==> src/rtl/logic_gate_pkg.sv <==
// Shared encodings for the registered logic-gate pipeline.
package logic_gate_pkg;

    // Gate select encodings
    localparam logic [2:0] OP_NAND = 3'd0;
    localparam logic [2:0] OP_AND  = 3'd1;
    localparam logic [2:0] OP_OR   = 3'd2;
    localparam logic [2:0] OP_NOR  = 3'd3;
    localparam logic [2:0] OP_XOR  = 3'd4;
    localparam logic [2:0] OP_XNOR = 3'd5;
    localparam logic [2:0] OP_PASS = 3'd6;
    localparam logic [2:0] OP_NOT  = 3'd7;

    // Result modes
    localparam logic MODE_BEAT = 1'b0;
    localparam logic MODE_ACC  = 1'b1;

    // Frame state encoding
    typedef enum logic {
        ST_IDLE  = 1'b0,
        ST_ACCUM = 1'b1
    } state_e;

endpackage

==> src/rtl/logic_gate_pipe_gate_unit.sv <==
// Combinational WIDTH-bit bitwise gate f(x, z) selected by op.
module gate_unit
    import logic_gate_pkg::*;
#(
    parameter int unsigned WIDTH = 8
) (
    input  logic [WIDTH-1:0] x,
    input  logic [WIDTH-1:0] z,
    input  logic [2:0]       op,
    output logic [WIDTH-1:0] f
);

    // Decode the gate; PASS and NOT only look at x
    always_comb begin
        f = '0;
        unique case (op)
            OP_NAND: f = ~(x & z);
            OP_AND:  f = x & z;
            OP_OR:   f = x | z;
            OP_NOR:  f = ~(x | z);
            OP_XOR:  f = x ^ z;
            OP_XNOR: f = ~(x ^ z);
            OP_PASS: f = x;
            OP_NOT:  f = ~x;
            default: f = '0;
        endcase
    end

endmodule

==> src/rtl/logic_gate_pipe.sv <==
// Registered bitwise gate with valid/ready handshake and optional frame accumulation.
module logic_gate_pipe
    import logic_gate_pkg::*;
#(
    parameter int unsigned WIDTH = 8,
    parameter int unsigned CNT_W = 8
) (
    input  logic             clk,
    input  logic             rst,
    input  logic             in_valid,
    output logic             in_ready,
    input  logic [WIDTH-1:0] a,
    input  logic [WIDTH-1:0] b,
    input  logic [2:0]       op,
    input  logic             mode,
    input  logic             last,
    output logic             out_valid,
    input  logic             out_ready,
    output logic [WIDTH-1:0] y,
    output logic [CNT_W-1:0] beat_cnt,
    output logic             cnt_ovf
);

    localparam logic [CNT_W-1:0] CntMax = '1;
    localparam logic [CNT_W-1:0] CntOne = CNT_W'(1);

    state_e           state_q;
    logic [WIDTH-1:0] acc_q;
    logic [CNT_W-1:0] cnt_q;
    logic             sat_q;
    logic [2:0]       op_q;

    logic             accept;
    logic [WIDTH-1:0] gate_x;
    logic [WIDTH-1:0] gate_z;
    logic [2:0]       gate_op;
    logic [WIDTH-1:0] gate_f;
    logic [CNT_W-1:0] cnt_inc;
    logic             sat_next;

    // A new result can only be produced once the output register is free or draining
    assign in_ready = !out_valid || out_ready;
    assign accept   = in_valid && in_ready;

    // Select gate operands: first beat uses (a, b), later beats fold a into the accumulator
    always_comb begin
        gate_x  = a;
        gate_z  = b;
        gate_op = op;
        if (state_q == ST_ACCUM) begin
            gate_x  = acc_q;
            gate_z  = a;
            gate_op = op_q;
        end
    end

    // Saturating beat count; the flag records an increment attempted at the ceiling
    always_comb begin
        cnt_inc  = (cnt_q == CntMax) ? cnt_q : cnt_q + CntOne;
        sat_next = sat_q || (cnt_q == CntMax);
    end

    gate_unit #(
        .WIDTH (WIDTH)
    ) u_gate_unit (
        .x  (gate_x),
        .z  (gate_z),
        .op (gate_op),
        .f  (gate_f)
    );

    // Frame state machine with registered result outputs
    always_ff @(posedge clk) begin
        if (rst) begin
            state_q   <= ST_IDLE;
            acc_q     <= '0;
            cnt_q     <= '0;
            sat_q     <= 1'b0;
            op_q      <= OP_NAND;
            out_valid <= 1'b0;
            y         <= '0;
            beat_cnt  <= '0;
            cnt_ovf   <= 1'b0;
        end else begin
            // A result produced below in the same cycle overrides this clear
            if (out_valid && out_ready) begin
                out_valid <= 1'b0;
            end
            if (accept) begin
                unique case (state_q)
                    ST_IDLE: begin
                        if (mode == MODE_BEAT || last) begin
                            y         <= gate_f;
                            beat_cnt  <= CntOne;
                            cnt_ovf   <= 1'b0;
                            out_valid <= 1'b1;
                        end else begin
                            acc_q   <= gate_f;
                            cnt_q   <= CntOne;
                            sat_q   <= 1'b0;
                            op_q    <= op;
                            state_q <= ST_ACCUM;
                        end
                    end
                    // Only accumulate mode reaches here, so the latched mode is implicit
                    ST_ACCUM: begin
                        if (!last) begin
                            acc_q <= gate_f;
                            cnt_q <= cnt_inc;
                            sat_q <= sat_next;
                        end else begin
                            y         <= gate_f;
                            beat_cnt  <= cnt_inc;
                            cnt_ovf   <= sat_next;
                            out_valid <= 1'b1;
                            state_q   <= ST_IDLE;
                        end
                    end
                    default: state_q <= ST_IDLE;
                endcase
            end
        end
    end

endmodule

==> config.mk <==
export PLATFORM = sky130hd
export DESIGN_NAME = logic_gate_pipe
export DESIGN_NICKNAME = d
export VERILOG_FILES = /design/src/rtl/logic_gate_pkg.sv /design/src/rtl/logic_gate_pipe_gate_unit.sv /design/src/rtl/logic_gate_pipe.sv
export SDC_FILE = /design/constraint.sdc
export NUM_CORES = 1
export LEC_CHECK = 0
export CORE_ASPECT_RATIO = 2
export CORE_UTILIZATION = 45
export CTS_CLUSTER_SIZE = 25
export DETAILED_ROUTE_END_ITERATION = 8
export GPL_TIMING_DRIVEN = 0
export PLACE_DENSITY = 0.73
export REMOVE_ABC_BUFFERS = 1
export SYNTH_ARGS = -nofsm -noshare
export SYNTH_HDL_FRONTEND = slang
export SYNTH_SLANG_ARGS = --single-unit
export TNS_END_PERCENT = 5
==> constraint.sdc <==
create_clock -name clk -period 2.3 [get_ports clk]
set_input_delay 0.345 -clock clk [delete_from_list [all_inputs] [get_ports clk]]
set_output_delay 0.345 -clock clk [all_outputs]
set_load 0.02 [all_outputs]
Word level (Yosys, flattened, before mapping)
Index checks and enable logic that the tools add are counted.
Storage, ports and cells
  register bits after elaboration: 39
  latch bits: 0
  memory bits (writable): 0
  memory bits (read-only): 0
  input port bits: 25
  output and inout port bits: 19
  word-level logic and storage cells: 73
  memories: 0
Cells by class
  add/sub/neg operators: 1
  multiply operators: 0
  divide/modulo/power cells: 0
  $lt $le $gt $ge: 0
  eq/ne operators: 12
  shift-type cells: 0
  mux-type cells: 31
  bitwise operators: 10
  reduce and logical (&&, ||, !) cells: 10
Operator list (count)
  2-to-1 mux 8 bit: 11
  one-hot mux 8 bit (2 select lines): 4
  one-hot mux 8 bit (8 select lines): 1
  NOT 8 bit: 4
  == test 3 bit (second input constant): 4
  2-to-1 mux 1 bit: 10
  AND reduction 3 bit: 3
  adder 8 x 1 -> 8 bit (second input constant): 1
  AND 8 bit: 1
  == test 8 bit (second input constant): 1
  != test 2 bit (second input constant): 4
  OR 8 bit: 1
  one-hot mux 1 bit (2 select lines): 4
  XOR 8 bit: 1
  == test 3 x 2 -> 1 bit (second input constant): 2
  == test 3 x 1 -> 1 bit (second input constant): 1
  zero test 3 bit: 1
  logical OR 1 bit: 3
  2-to-1 mux 3 bit: 1
  NOT 1 bit: 3
  logical AND 1 bit: 2
  zero test 1 bit: 1

Depth between registers and ports, before layout
Gate-level depths: netlist of the first run.
  depth after elaboration: 6
  mapped depth: 11

By module
A second synthesis of the first run with hierarchy kept.
Unflattened totals
  cells, all modules: 272
  area total of the unflattened synthesis: 2444.8 µm²
Modules (own cells, without submodules)
  logic_gate_pipe: times used 1, cells an instance 213, area an instance 1878.1 µm²
  gate_unit: times used 1, cells an instance 59, area an instance 566.8 µm²

Worst setup path after synthesis of the first run
Ideal clock, no wire load.
  path kind: register to register
  start: reg state_q
  end: reg acc_q[2]
  arrival: 2329 ps
  slack: -114 ps
  stages on the path, launching flop included: 12
  path buffers: 4
  clock period less this slack: 2414 ps
  path through: dfxtp_1 buf_6 buf_2 buf_2 buf_4 mux2i_1 ha_1 mux2i_1 mux2i_1 mux2i_1 xnor2_1 a211oi_1
On the way
  longest elaborated chain between the ends: 6
  elaborated cells on any way between the ends: 26
  those cells by class: eq/ne: 9; mux: 7; bitwise: 8; reduce/logical: 2
RTL lines
  from (decl): RTL line logic_gate_pipe.sv:27  | state_e state_q;
  from (signal assigned): RTL line logic_gate_pipe.sv:75  | state_q <= ST_IDLE;
  from (signal assigned): RTL line logic_gate_pipe.sv:102  | state_q <= ST_ACCUM;
  from (signal assigned): RTL line logic_gate_pipe.sv:116  | state_q <= ST_IDLE;
  2-to-1 mux 8 bit: RTL line logic_gate_pipe.sv:50  | if (state_q == ST_ACCUM) begin
  XOR 8 bit (tied with other cells): RTL line logic_gate_pipe_gate_unit.sv:21, logic_gate_pipe_gate_unit.sv:22
  NOT 8 bit (on tied branches): RTL line logic_gate_pipe_gate_unit.sv:22, logic_gate_pipe_gate_unit.sv:17, logic_gate_pipe_gate_unit.sv:20
  one-hot mux 8 bit (8 select lines): RTL line logic_gate_pipe_gate_unit.sv:16  | unique case (op)
  2-to-1 mux 8 bit (on tied branches): RTL line logic_gate_pipe.sv:107, logic_gate_pipe.sv:92
  one-hot mux 8 bit (2 select lines): RTL line logic_gate_pipe.sv:90  | unique case (state_q)
  to (signal assigned): RTL line logic_gate_pipe.sv:98  | acc_q <= gate_f;
  to (signal assigned): RTL line logic_gate_pipe.sv:108  | acc_q <= gate_f;
  to (decl): RTL line logic_gate_pipe.sv:28  | logic [WIDTH-1:0] acc_q;
Parallel ways exist; a longest one is shown, timed or not. The select of a mux whose other input is x is not followed.
A chain may end at the register's enable or synchronous reset.

Worst setup path after layout of the first run
  start: in op[1]
  end: reg acc_q[5]
On the way
  longest elaborated chain between the ends: 5
  elaborated cells on any way between the ends: 13
  those cells by class: eq/ne: 7; mux: 5; reduce/logical: 1
RTL lines
  from (decl): RTL line logic_gate_pipe.sv:14  | input logic [2:0] op,
  2-to-1 mux 3 bit (*): RTL line logic_gate_pipe.sv:50
  == test 3 bit (tied with other cells): RTL line logic_gate_pipe_gate_unit.sv:16
  one-hot mux 8 bit (8 select lines) (*): RTL line logic_gate_pipe_gate_unit.sv:16
  2-to-1 mux 8 bit (on tied branches): RTL line logic_gate_pipe.sv:107, logic_gate_pipe.sv:92
  one-hot mux 8 bit (2 select lines) (*): RTL line logic_gate_pipe.sv:90
Mark *: on every way between the ends. The rest lies on a longest branch, timed or not. The select of a mux whose other input is x is not followed.

==> metrics.csv, run 1 <==
metric;value;unit
drcViolationCount;1;
area_growth;23.19;%
hold_violations;0;
finalSetupTns;0;ns
start_kind;input pin;
cts-root-buf;clkbuf_16;
violations;design-rule violations;
wl_per_cell;16.44;um
core;6006;um^2
die-area;6610;um^2
instances_no_fill;428;
period_needed;2.217;ns
portBuffers;43;
path_max_fanout;16;
track_usage;22.41;%
yosysTopAreaCell;dfxtp_1;
n_antenna_cell;0;
core.rowCount;40;
finalWorstSetupSlack;0.08258;ns
yosysWarnings;0;
placed_cells;417;
r2r.worst_path.cells;8;
synth-seq-cells;39;
first_pass_iters;7;
chipHeight;114.0;um
seq_area_frac_synth;27.67;%
clk_path_buf_depth;2;
drtIter0Drc;110;
hold_slack;0.4517;ns
synthArstFlopShare;0;%
ff2ff_setup_slack;0.12;ns
status;finished with violations;
yosysTopAreaCellShare;27.67;%
cts_tree;built;
synthTopCellsByArea;dfxtp_1 28%, mux2i_1 19%, ha_1 7.5%;
p_total;2.197;mW
setup_viol;0;
power.density;632.0;nW/um^2
clk_pin_slew;0.06;ns
grt_pass1_wl;11.58;mm
vdd.ir_drop.worst;0.0005388;V
fin_crit_sh;96.41;%
antenna_found_initial;0;
grt_pass1_vias;2544;
skew;0.002419;ns
endpoint_kind;flop;
dpl_worst_slack;-0.4597;ns
hold_class;flop to flop;
globalplace.congestion;0.9344;
routed_wl;7.036;mm
hold_path_depth;2;
via_per_inst;6.035;
crit_required;2.49;ns
initial_core_util;46.98;%
mappedNetlistArea;2821;um^2
tightest_slew;0.8665;ns
power_leakage;1.349;nW
final_layout_size_suffix_gt1_share;7.945;%
syn_avg_cell_area;8.473;um^2
clkSinkCount;39;
grt_max_degree;44;
synth-edff-count;0;
ys.flop_type;dfxtp_1;
hpwl;4.945;mm
cts_buffers;5;
fin_nets;406;
maxCapViolCount;0;
drv_slew;0;
relSlewSlack;42.24;%
synth.distinct_cells;47;
vias;2583;
antenna_left;0;
overflow;0;
synthCells;333;
worstSetupPathType;input pin to flop;
arrival;2.41;ns
io_pins;44;
rsz0062_at_grt;true;
max_freq;0.4510;GHz
clk_latency;0.28;ns
die_w;57.99;um
h-tree-depth;2;
==> flip-flops by register name (all words and copies together), names as in the netlist <==
name and cells:
beat_cnt 8, sat_q 1, acc_q 8, cnt_ovf 1, y 8, state_q 1
cnt_q 8, op_q 3, out_valid 1
==> cell usage after synthesis (3+ instances only) <==
cell type,count
nand3_1,7
a31o_2,3
o21ai_0,12
a222oi_1,6
buf_2,11
or3_1,3
a211oi_1,17
inv_1,22
ha_1,17
nor3b_1,3
nor3_1,5
nor2_1,34
clkbuf_1,9
nand2_1,21
mux2i_1,54
a21oi_1,17
dfxtp_1,39
xnor2_1,8
a31oi_1,3
nand4_1,8
==> final cells by class <==
class,instances,area [um^2]
Fill cell,549,2530
Multi-Input combinational cell,248,1851
Sequential cell,39,785.8
Timing Repair Buffer,48,489.2
Clock buffer,6,128.9
Inverter,22,82.58
Tap cell,63,78.83
Clock inverter,2,60.06
==> metrics by stage <==
step	util [%]	area, um^2
3_5_place_dp	54.19	3254
4_1_cts	57.38	3446
5_1_grt	57.88	3476
6_report	57.88	3476
2_1_floorplan	-	2703
3_3_place_gp	53.48	3212
==> worst max-delay path, cell delays in order <==
cell and delay [ns]:
dlygate4sd2_1 0.77, mux2_4 0.38, mux2i_1 0.11, a222oi_1 0.37, mux2i_1 0.17, a211oi_1 0.26
==> where the power goes <==
group / total [mW] / switching (mW) / internal [mW]
sequential: 0.737 / 0.0295 / 0.708
combinational: 0.565 / 0.301 / 0.264
clock: 0.895 / 0.273 / 0.622
total: 2.20 / 0.603 / 1.59
==> repair_timing <==
item / in CTS / in global routing
hold buffers: 0 / 0
buffers inserted: 0 / 3
gates resized for setup: 3 / 3
gates cloned: 0 / 0
endpoints found under the setup margin: 17 / 12
==> metal layers <==
metal / global-route usage, % / wire, um / vias to the layer above
met3: 2.834 / 184 / 16
met4: 11.90 / 161 / 0
met1: 22.90 / 2653 / 1233
li1: - / - / 1268
met2: 42.22 / 4036 / 66
met5: 0 / 0 / -
==> worst paths after layout <==
| check | startpoint | end |
|---|---|---|
| min | beat_cnt[3]$_SDFFE_PP0P_ | beat_cnt[3]$_SDFFE_PP0P_ |
| max reg2reg | state_q$_SDFFE_PP0P_ | acc_q[2]$_SDFFE_PP0P_ |
| min reg2reg | beat_cnt[3]$_SDFFE_PP0P_ | beat_cnt[3]$_SDFFE_PP0P_ |
| max | op[1] | acc_q[5]$_SDFFE_PP0P_ |
==> layout by cell type (no fill, tap or decap), drive strengths merged, types with 7 or more instances in the layout <==
cell type,instances
a211oi,17
a21oi,18
clkdlybuf4s50,41
dfxtp,39
ha,17
inv,22
mux2i,55
nand2,21
nand3,7
nand4,8
nor2,34
o21ai,12
xnor2,8
==> logic make-up (layout without fill, tap and decap cells) <==
logic type	count (synthesis)	in the layout	share of synthesized area (%)
and+or+nand+nor	91	91	15.26
AOI/OAI and AO/OA	74	74	18.49
muxes	58	58	21.42
buffers and inverters	46	78	7.139
DFF	39	39	27.67
adders and majority gates	17	17	7.539
xor gates and xnor gates	8	8	2.483
Note: power is estimated with default switching activity, not from simulation.
==> inputs of run 2 (changes only) <==
--- a/config.mk
+++ b/config.mk
@@ -10,6 +10,7 @@
 export CTS_CLUSTER_SIZE = 25
 export DETAILED_ROUTE_END_ITERATION = 8
 export GPL_TIMING_DRIVEN = 0
+export MAX_ROUTING_LAYER = met4
 export PLACE_DENSITY = 0.73
 export REMOVE_ABC_BUFFERS = 1
 export SYNTH_ARGS = -nofsm -noshare
==> constraint.sdc (replaced) <==
create_clock -name clk -period 1.78 [get_ports clk]
set_input_delay 0.267 -clock clk [delete_from_list [all_inputs] [get_ports clk]]
set_output_delay 0.267 -clock clk [all_outputs]
set_load 0.02 [all_outputs]
==> metrics.csv, run 2 (synthesis gave the netlist of run 1 again) <==
metric;value;unit
status;finished with violations;
violations;design-rule violations, negative setup slack;
die-area;6610;um^2
first_pass_iters;7;
p_clk_share;39.3;%
relSlewSlack;51.17;%
maxCapViolCount;0;
antenna_found_initial;0;
fin_nets;417;
portBuffers;43;
routed_wl;7.471;mm
final_layout_size_suffix_gt1_share;15.69;%
chipHeight;114.0;um
cts-root-buf;clkbuf_16;
core.rowCount;40;
area_growth;32.99;%
crit_buf_inv;2;
layout_commonest_cell;mux2i_1;
antenna_left;0;
hpwl;4.945;mm
clk_pin_slew;0.06;ns
r2r.worst_path.cells;9;
max_freq;0.4866;GHz
overflow;0;
skew;0.002743;ns
grt_max_degree;37;
vias;2674;
pwr-share-comb;28.3;%
globalplace.congestion;0.9511;
cp_common_cell;mux2i_1;
crit_chain;buf_12, buf_8, mux2i_2, ha_1, mux2i_1, mux2i_1, xnor2_1, mux2i_1, a211oi_1;
seqPwrFrac;32.4;%
max_stage_delay;0.41;ns
grt_pass1_vias;2683;
via_per_inst;6.091;
hold_class;flop to flop;
io_pins;44;
clk_latency;0.28;ns
crit_required;1.91;ns
critPathTopFamily;multiplexers;
path_max_fanout;6;
power.density;786.1;nW/um^2
hold_slack;0.4513;ns
endpoint_kind;flop;
clk_path_buf_depth;2;
r2r-end;y[6]$_SDFFE_PP0P_;
fin_util;62.48;%
p_sw;814.4;uW
tightest_slew;0.7324;ns
h-tree-depth;2;
hold_path_depth;2;
ff2ff_setup_slack;-0.28;ns
min_to;beat_cnt[3]$_SDFFE_PP0P_;
start_kind;flop;
initial_core_util;46.98;%
die_w;57.99;um
wl_per_cell;17.02;um
p_sw_share;27.61;%
setup_viol;16;
track_usage;24.49;%
p_total;2.950;mW
period_needed;2.055;ns
arrival;2.19;ns
finalWorstSetupSlack;-0.2752;ns
drcViolationCount;1;
power_leakage;1.460;nW
slowest_stage;dfxtp_4;
cts_tree;built;
drtIter0Drc;100;
worstSetupPathType;flop to flop;
vdd.ir_drop.worst;0.0006819;V
most-common-layout-cells;45 x mux2i_1, 39 x clkdlybuf4s50_1, 35 x dfxtp_1, 33 x nor2_1, 22 x inv_1;
r2r-start;state_q$_SDFFE_PP0P_;
n_antenna_cell;0;
rsz0062_at_grt;true;
grt_pass1_wl;12.29;mm
min_from;beat_cnt[3]$_SDFFE_PP0P_;
hold_violations;0;
cts_buffers;5;
internal_power;2.135;mW
core;6006;um^2
fin_crit_sh;115.5;%
drv_slew;0;
clkSinkCount;39;
[run 2: cell types whose count changed in the layout (fill, tap and decap cells not counted), moves of 2 or more]
cell             previous run  this run
dfxtp_2                     1         3
a211oi_1                   17        15
ha_2                        0         2
mux2i_2                     1         6
clkdlybuf4s50_1            41        39
bufbuf_16                   0         2
a211oi_2                    0         2
dfxtp_1                    37        35
ha_1                       17        15
mux2i_4                     1         4
buf_4                       3         9
mux2i_1                    53        45
[run 2: cell type report]
| class | instances | area (um^2) |
|---|---|---|
| Multi-Input combinational cell | 248 | 1951 |
| Timing Repair Buffer | 59 | 663.1 |
| Clock inverter | 2 | 60.06 |
| Clock buffer | 6 | 128.9 |
| Tap cell | 63 | 78.83 |
| Sequential cell | 39 | 788.3 |
| Fill cell | 507 | 2253 |
| Inverter | 22 | 82.58 |
[run 2: timing repair]
item | 4_1_cts | 5_1_grt
resized for setup | 25 | 12
gates cloned | 2 | 1
hold buffers | 0 | 0
buffers inserted | 10 | 1
endpoints found under the hold margin | 0 | 0
endpoints found under the setup margin | 36 | 29
pin swaps | 7 | 3
[run 2: tightest hold or removal path, delay by kind of cell (launching register included)]
family	cells	cell delay, ns
simple gates	1	0.04
compound gates	1	0.05
flops	1	0.32
[run 2: layer usage]
metal  track usage [%]  vias to the layer above  share of wire, %
met2             44.44                       82                57
met5                 -                        -                 0
met1             24.14                     1281                36
met4             14.29                        0               3.5
li1                  -                     1290                 -
met3             2.834                       21               3.3
[run 2: worst max-delay path by stage]
stage	from	to	slack (ns)	cells past startpoint
2_1_floorplan	state_q$_SDFFE_PP0P_	cnt_q[3]$_SDFFE_PP0P_	-1.84	5
3_3_place_gp	state_q$_SDFFE_PP0P_	cnt_q[3]$_SDFFE_PP0P_	-2.81	5
3_5_place_dp	op[1]	acc_q[5]$_SDFFE_PP0P_	-0.90	6
4_1_cts	state_q$_SDFFE_PP0P_	acc_q[2]$_SDFFE_PP0P_	-0.28	8
5_1_grt	state_q$_SDFFE_PP0P_	acc_q[0]$_SDFFE_PP0P_	-0.40	8
6_report	state_q$_SDFFE_PP0P_	y[6]$_SDFFE_PP0P_	-0.28	9
[run 2: power groups by stage]
stage | sequential [mW] | clock, mW | combinational, mW
finish | 0.955 | 1.16 | 0.835
global route | 0.962 | 1.21 | 0.899
CTS | 0.955 | 1.16 | 0.798
detailed placement | 0.979 | 0 | 0.701
global placement | 1.00 | 0 | 0.647
floorplan | 1.02 | 0 | 0.419
[run 2: stage by stage]
step	instances	area [um^2]	worst slack, ns	TNS (ns)
after detailed placement	417	3254	-0.9017	-22.39
after global placement	415	3212	-2.811	-80.17
after global routing	439	3752	-0.3955	-6.044
after CTS	437	3670	-0.2793	-4.567
after floorplan	309	2703	-1.837	-49.82
final	439	3752	-0.2752	-3.733
==> inputs of run 3 (changes only) <==
--- a/config.mk
+++ b/config.mk
@@ -7,11 +7,12 @@
 export LEC_CHECK = 0
 export CORE_ASPECT_RATIO = 2
 export CORE_UTILIZATION = 45
+export CTS_CLUSTER_DIAMETER = 40
 export CTS_CLUSTER_SIZE = 25
 export DETAILED_ROUTE_END_ITERATION = 8
 export GPL_TIMING_DRIVEN = 0
 export MAX_ROUTING_LAYER = met4
-export PLACE_DENSITY = 0.73
+export PLACE_DENSITY = 0.71
 export REMOVE_ABC_BUFFERS = 1
 export SYNTH_ARGS = -nofsm -noshare
 export SYNTH_HDL_FRONTEND = slang
==> constraint.sdc (replaced) <==
create_clock -name clk -period 2.5 [get_ports clk]
set_input_delay 0.375 -clock clk [delete_from_list [all_inputs] [get_ports clk]]
set_output_delay 0.375 -clock clk [all_outputs]
set_load 0.02 [all_outputs]
==> metrics.csv, run 3 (synthesis gave the netlist of run 1 again) <==
metric;value;unit
p_total;2.001;mW
n_antenna_cell;0;
routed_wl;6.723;mm
globalplace.congestion;0.9481;
arrival;2.49;ns
clkSinkCount;39;
start_kind;input pin;
relSlewSlack;37.06;%
fin_nets;404;
hpwl;4.762;mm
p_sw_share;26.98;%
setup_viol;0;
portBuffers;43;
power.density;579.9;nW/um^2
violations;design-rule violations;
clk_latency;0.28;ns
first_pass_iters;7;
finalSetupTns;0;ns
core.rowCount;40;
crit_required;2.67;ns
overflow;0;
hold_violations;0;
pwr-share-comb;25.1;%
layout_commonest_cell;mux2i_1;
rsz0062_at_grt;false;
core;6006;um^2
area_growth;22.31;%
wl_per_cell;15.78;um
via_per_inst;6.085;
path_max_fanout;19;
p_clk_share;40.7;%
maxCapViolCount;0;
chipHeight;114.0;um
die_w;57.99;um
grt_pass1_vias;2490;
max_freq;0.4324;GHz
most-common-layout-cells;54 x mux2i_1, 41 x clkdlybuf4s50_1, 38 x dfxtp_1, 34 x nor2_1, 22 x inv_1;
period_needed;2.312;ns
tightest_slew;0.9428;ns
cts-root-buf;clkbuf_16;
grt_pass1_wl;11.17;mm
track_usage;22.03;%
endpoint_kind;flop;
antenna_left;0;
drcViolationCount;1;
p_sw;539.9;uW
power_leakage;1.335;nW
cts_buffers;5;
drv_slew;0;
clk_path_buf_depth;2;
h-tree-depth;2;
worstSetupPathType;input pin to flop;
io_pins;44;
skew;0.003649;ns
initial_core_util;46.98;%
vdd.ir_drop.worst;0.0004973;V
hold_class;flop to flop;
final_layout_size_suffix_gt1_share;6.612;%
drtIter0Drc;106;
clk_pin_slew;0.06;ns
vias;2592;
grt_max_degree;39;
antenna_found_initial;0;
cts_tree;built;
internal_power;1.461;mW
status;finished with violations;
seqPwrFrac;34.1;%
die-area;6610;um^2
fin_crit_sh;92.50;%
run 3: changes by cell type in the layout (fill, tap and decap cells not counted), moves of 3 or more:
cell,change
mux2i_1,+9
dfxtp_1,+3
buf_4,-9
dfxtp_2,-3
mux2i_2,-6
mux2i_4,-3
run 3: area by class of cell:
| cell class | instances | area, um^2 |
|---|---|---|
| clock buffers | 6 | 128.9 |
| clock inverters | 2 | 60.06 |
| fillers | 532 | 2555 |
| inverters | 22 | 82.58 |
| multi-input cells | 248 | 1846 |
| flip-flops and latches | 39 | 784.5 |
| well taps | 63 | 78.83 |
| repair buffers | 46 | 470.5 |
run 3: layer usage:
metal | part of all wire [%] | GRT usage (%) | up-vias
met5 | 0 | - | -
met4 | 4.0 | 11.27 | 0
met3 | 2.8 | 2.721 | 26
met2 | 55 | 40.00 | 69
met1 | 38 | 22.28 | 1232
li1 | - | - | 1265
run 3: power by group through the flow:
stage                     registers (mW)  clock network (mW)  logic [mW]
after global routing               0.686               0.858       0.551
after floorplan                    0.723                   0       0.299
after global placement             0.713                   0       0.463
final                              0.682               0.815       0.503
after CTS                          0.687               0.832       0.498
after detailed placement           0.700                   0       0.495
run 3: worst max-delay path, stage by stage:
cell and delay [ns]:
clkdlybuf4s50_1 0.45, o21bai_1 0.35, and3_1 0.75, nor2_1 0.28, a32o_1 0.28
run 3: final timing paths:
path | startpoint | endpoint | slack [ns] | cells past startpoint
worst max-delay path | mode | beat_cnt[7]$_SDFFE_PP0P_ | 0.19 | 5
worst min-delay path | beat_cnt[4]$_SDFFE_PP0P_ | beat_cnt[4]$_SDFFE_PP0P_ | 0.45 | 2
worst max register to register | op_q[1]$_SDFFE_PP0P_ | y[5]$_SDFFE_PP0P_ | 0.24 | 5
worst min register to register | beat_cnt[4]$_SDFFE_PP0P_ | beat_cnt[4]$_SDFFE_PP0P_ | 0.45 | 2
run 3: what timing repair did:
item / 4_1_cts / 5_1_grt
setup buffers: 0 / 1
cloned: 0 / 0
endpoints found under the setup margin: 6 / 20
resized for setup: 1 / 1
hold buffers: 0 / 0
pin swaps: 0 / 0
run 3: stage by stage:
stage / cell area, um^2 / cells / utilization (%) / hold slack, ns / setup slack [ns]
finish: 3451 / 426 / 57.46 / 0.4476 / 0.1876
global route: 3451 / 426 / 57.46 / 0.4722 / 0.05646
CTS: 3442 / 425 / 57.31 / 0.4549 / 0.01203
detailed placement: 3254 / 417 / 54.19 / 0.4413 / -0.3270
global placement: 3212 / 415 / 53.48 / 0.4338 / -2.134
floorplan: 2703 / 309 / - / 0.4441 / -1.117
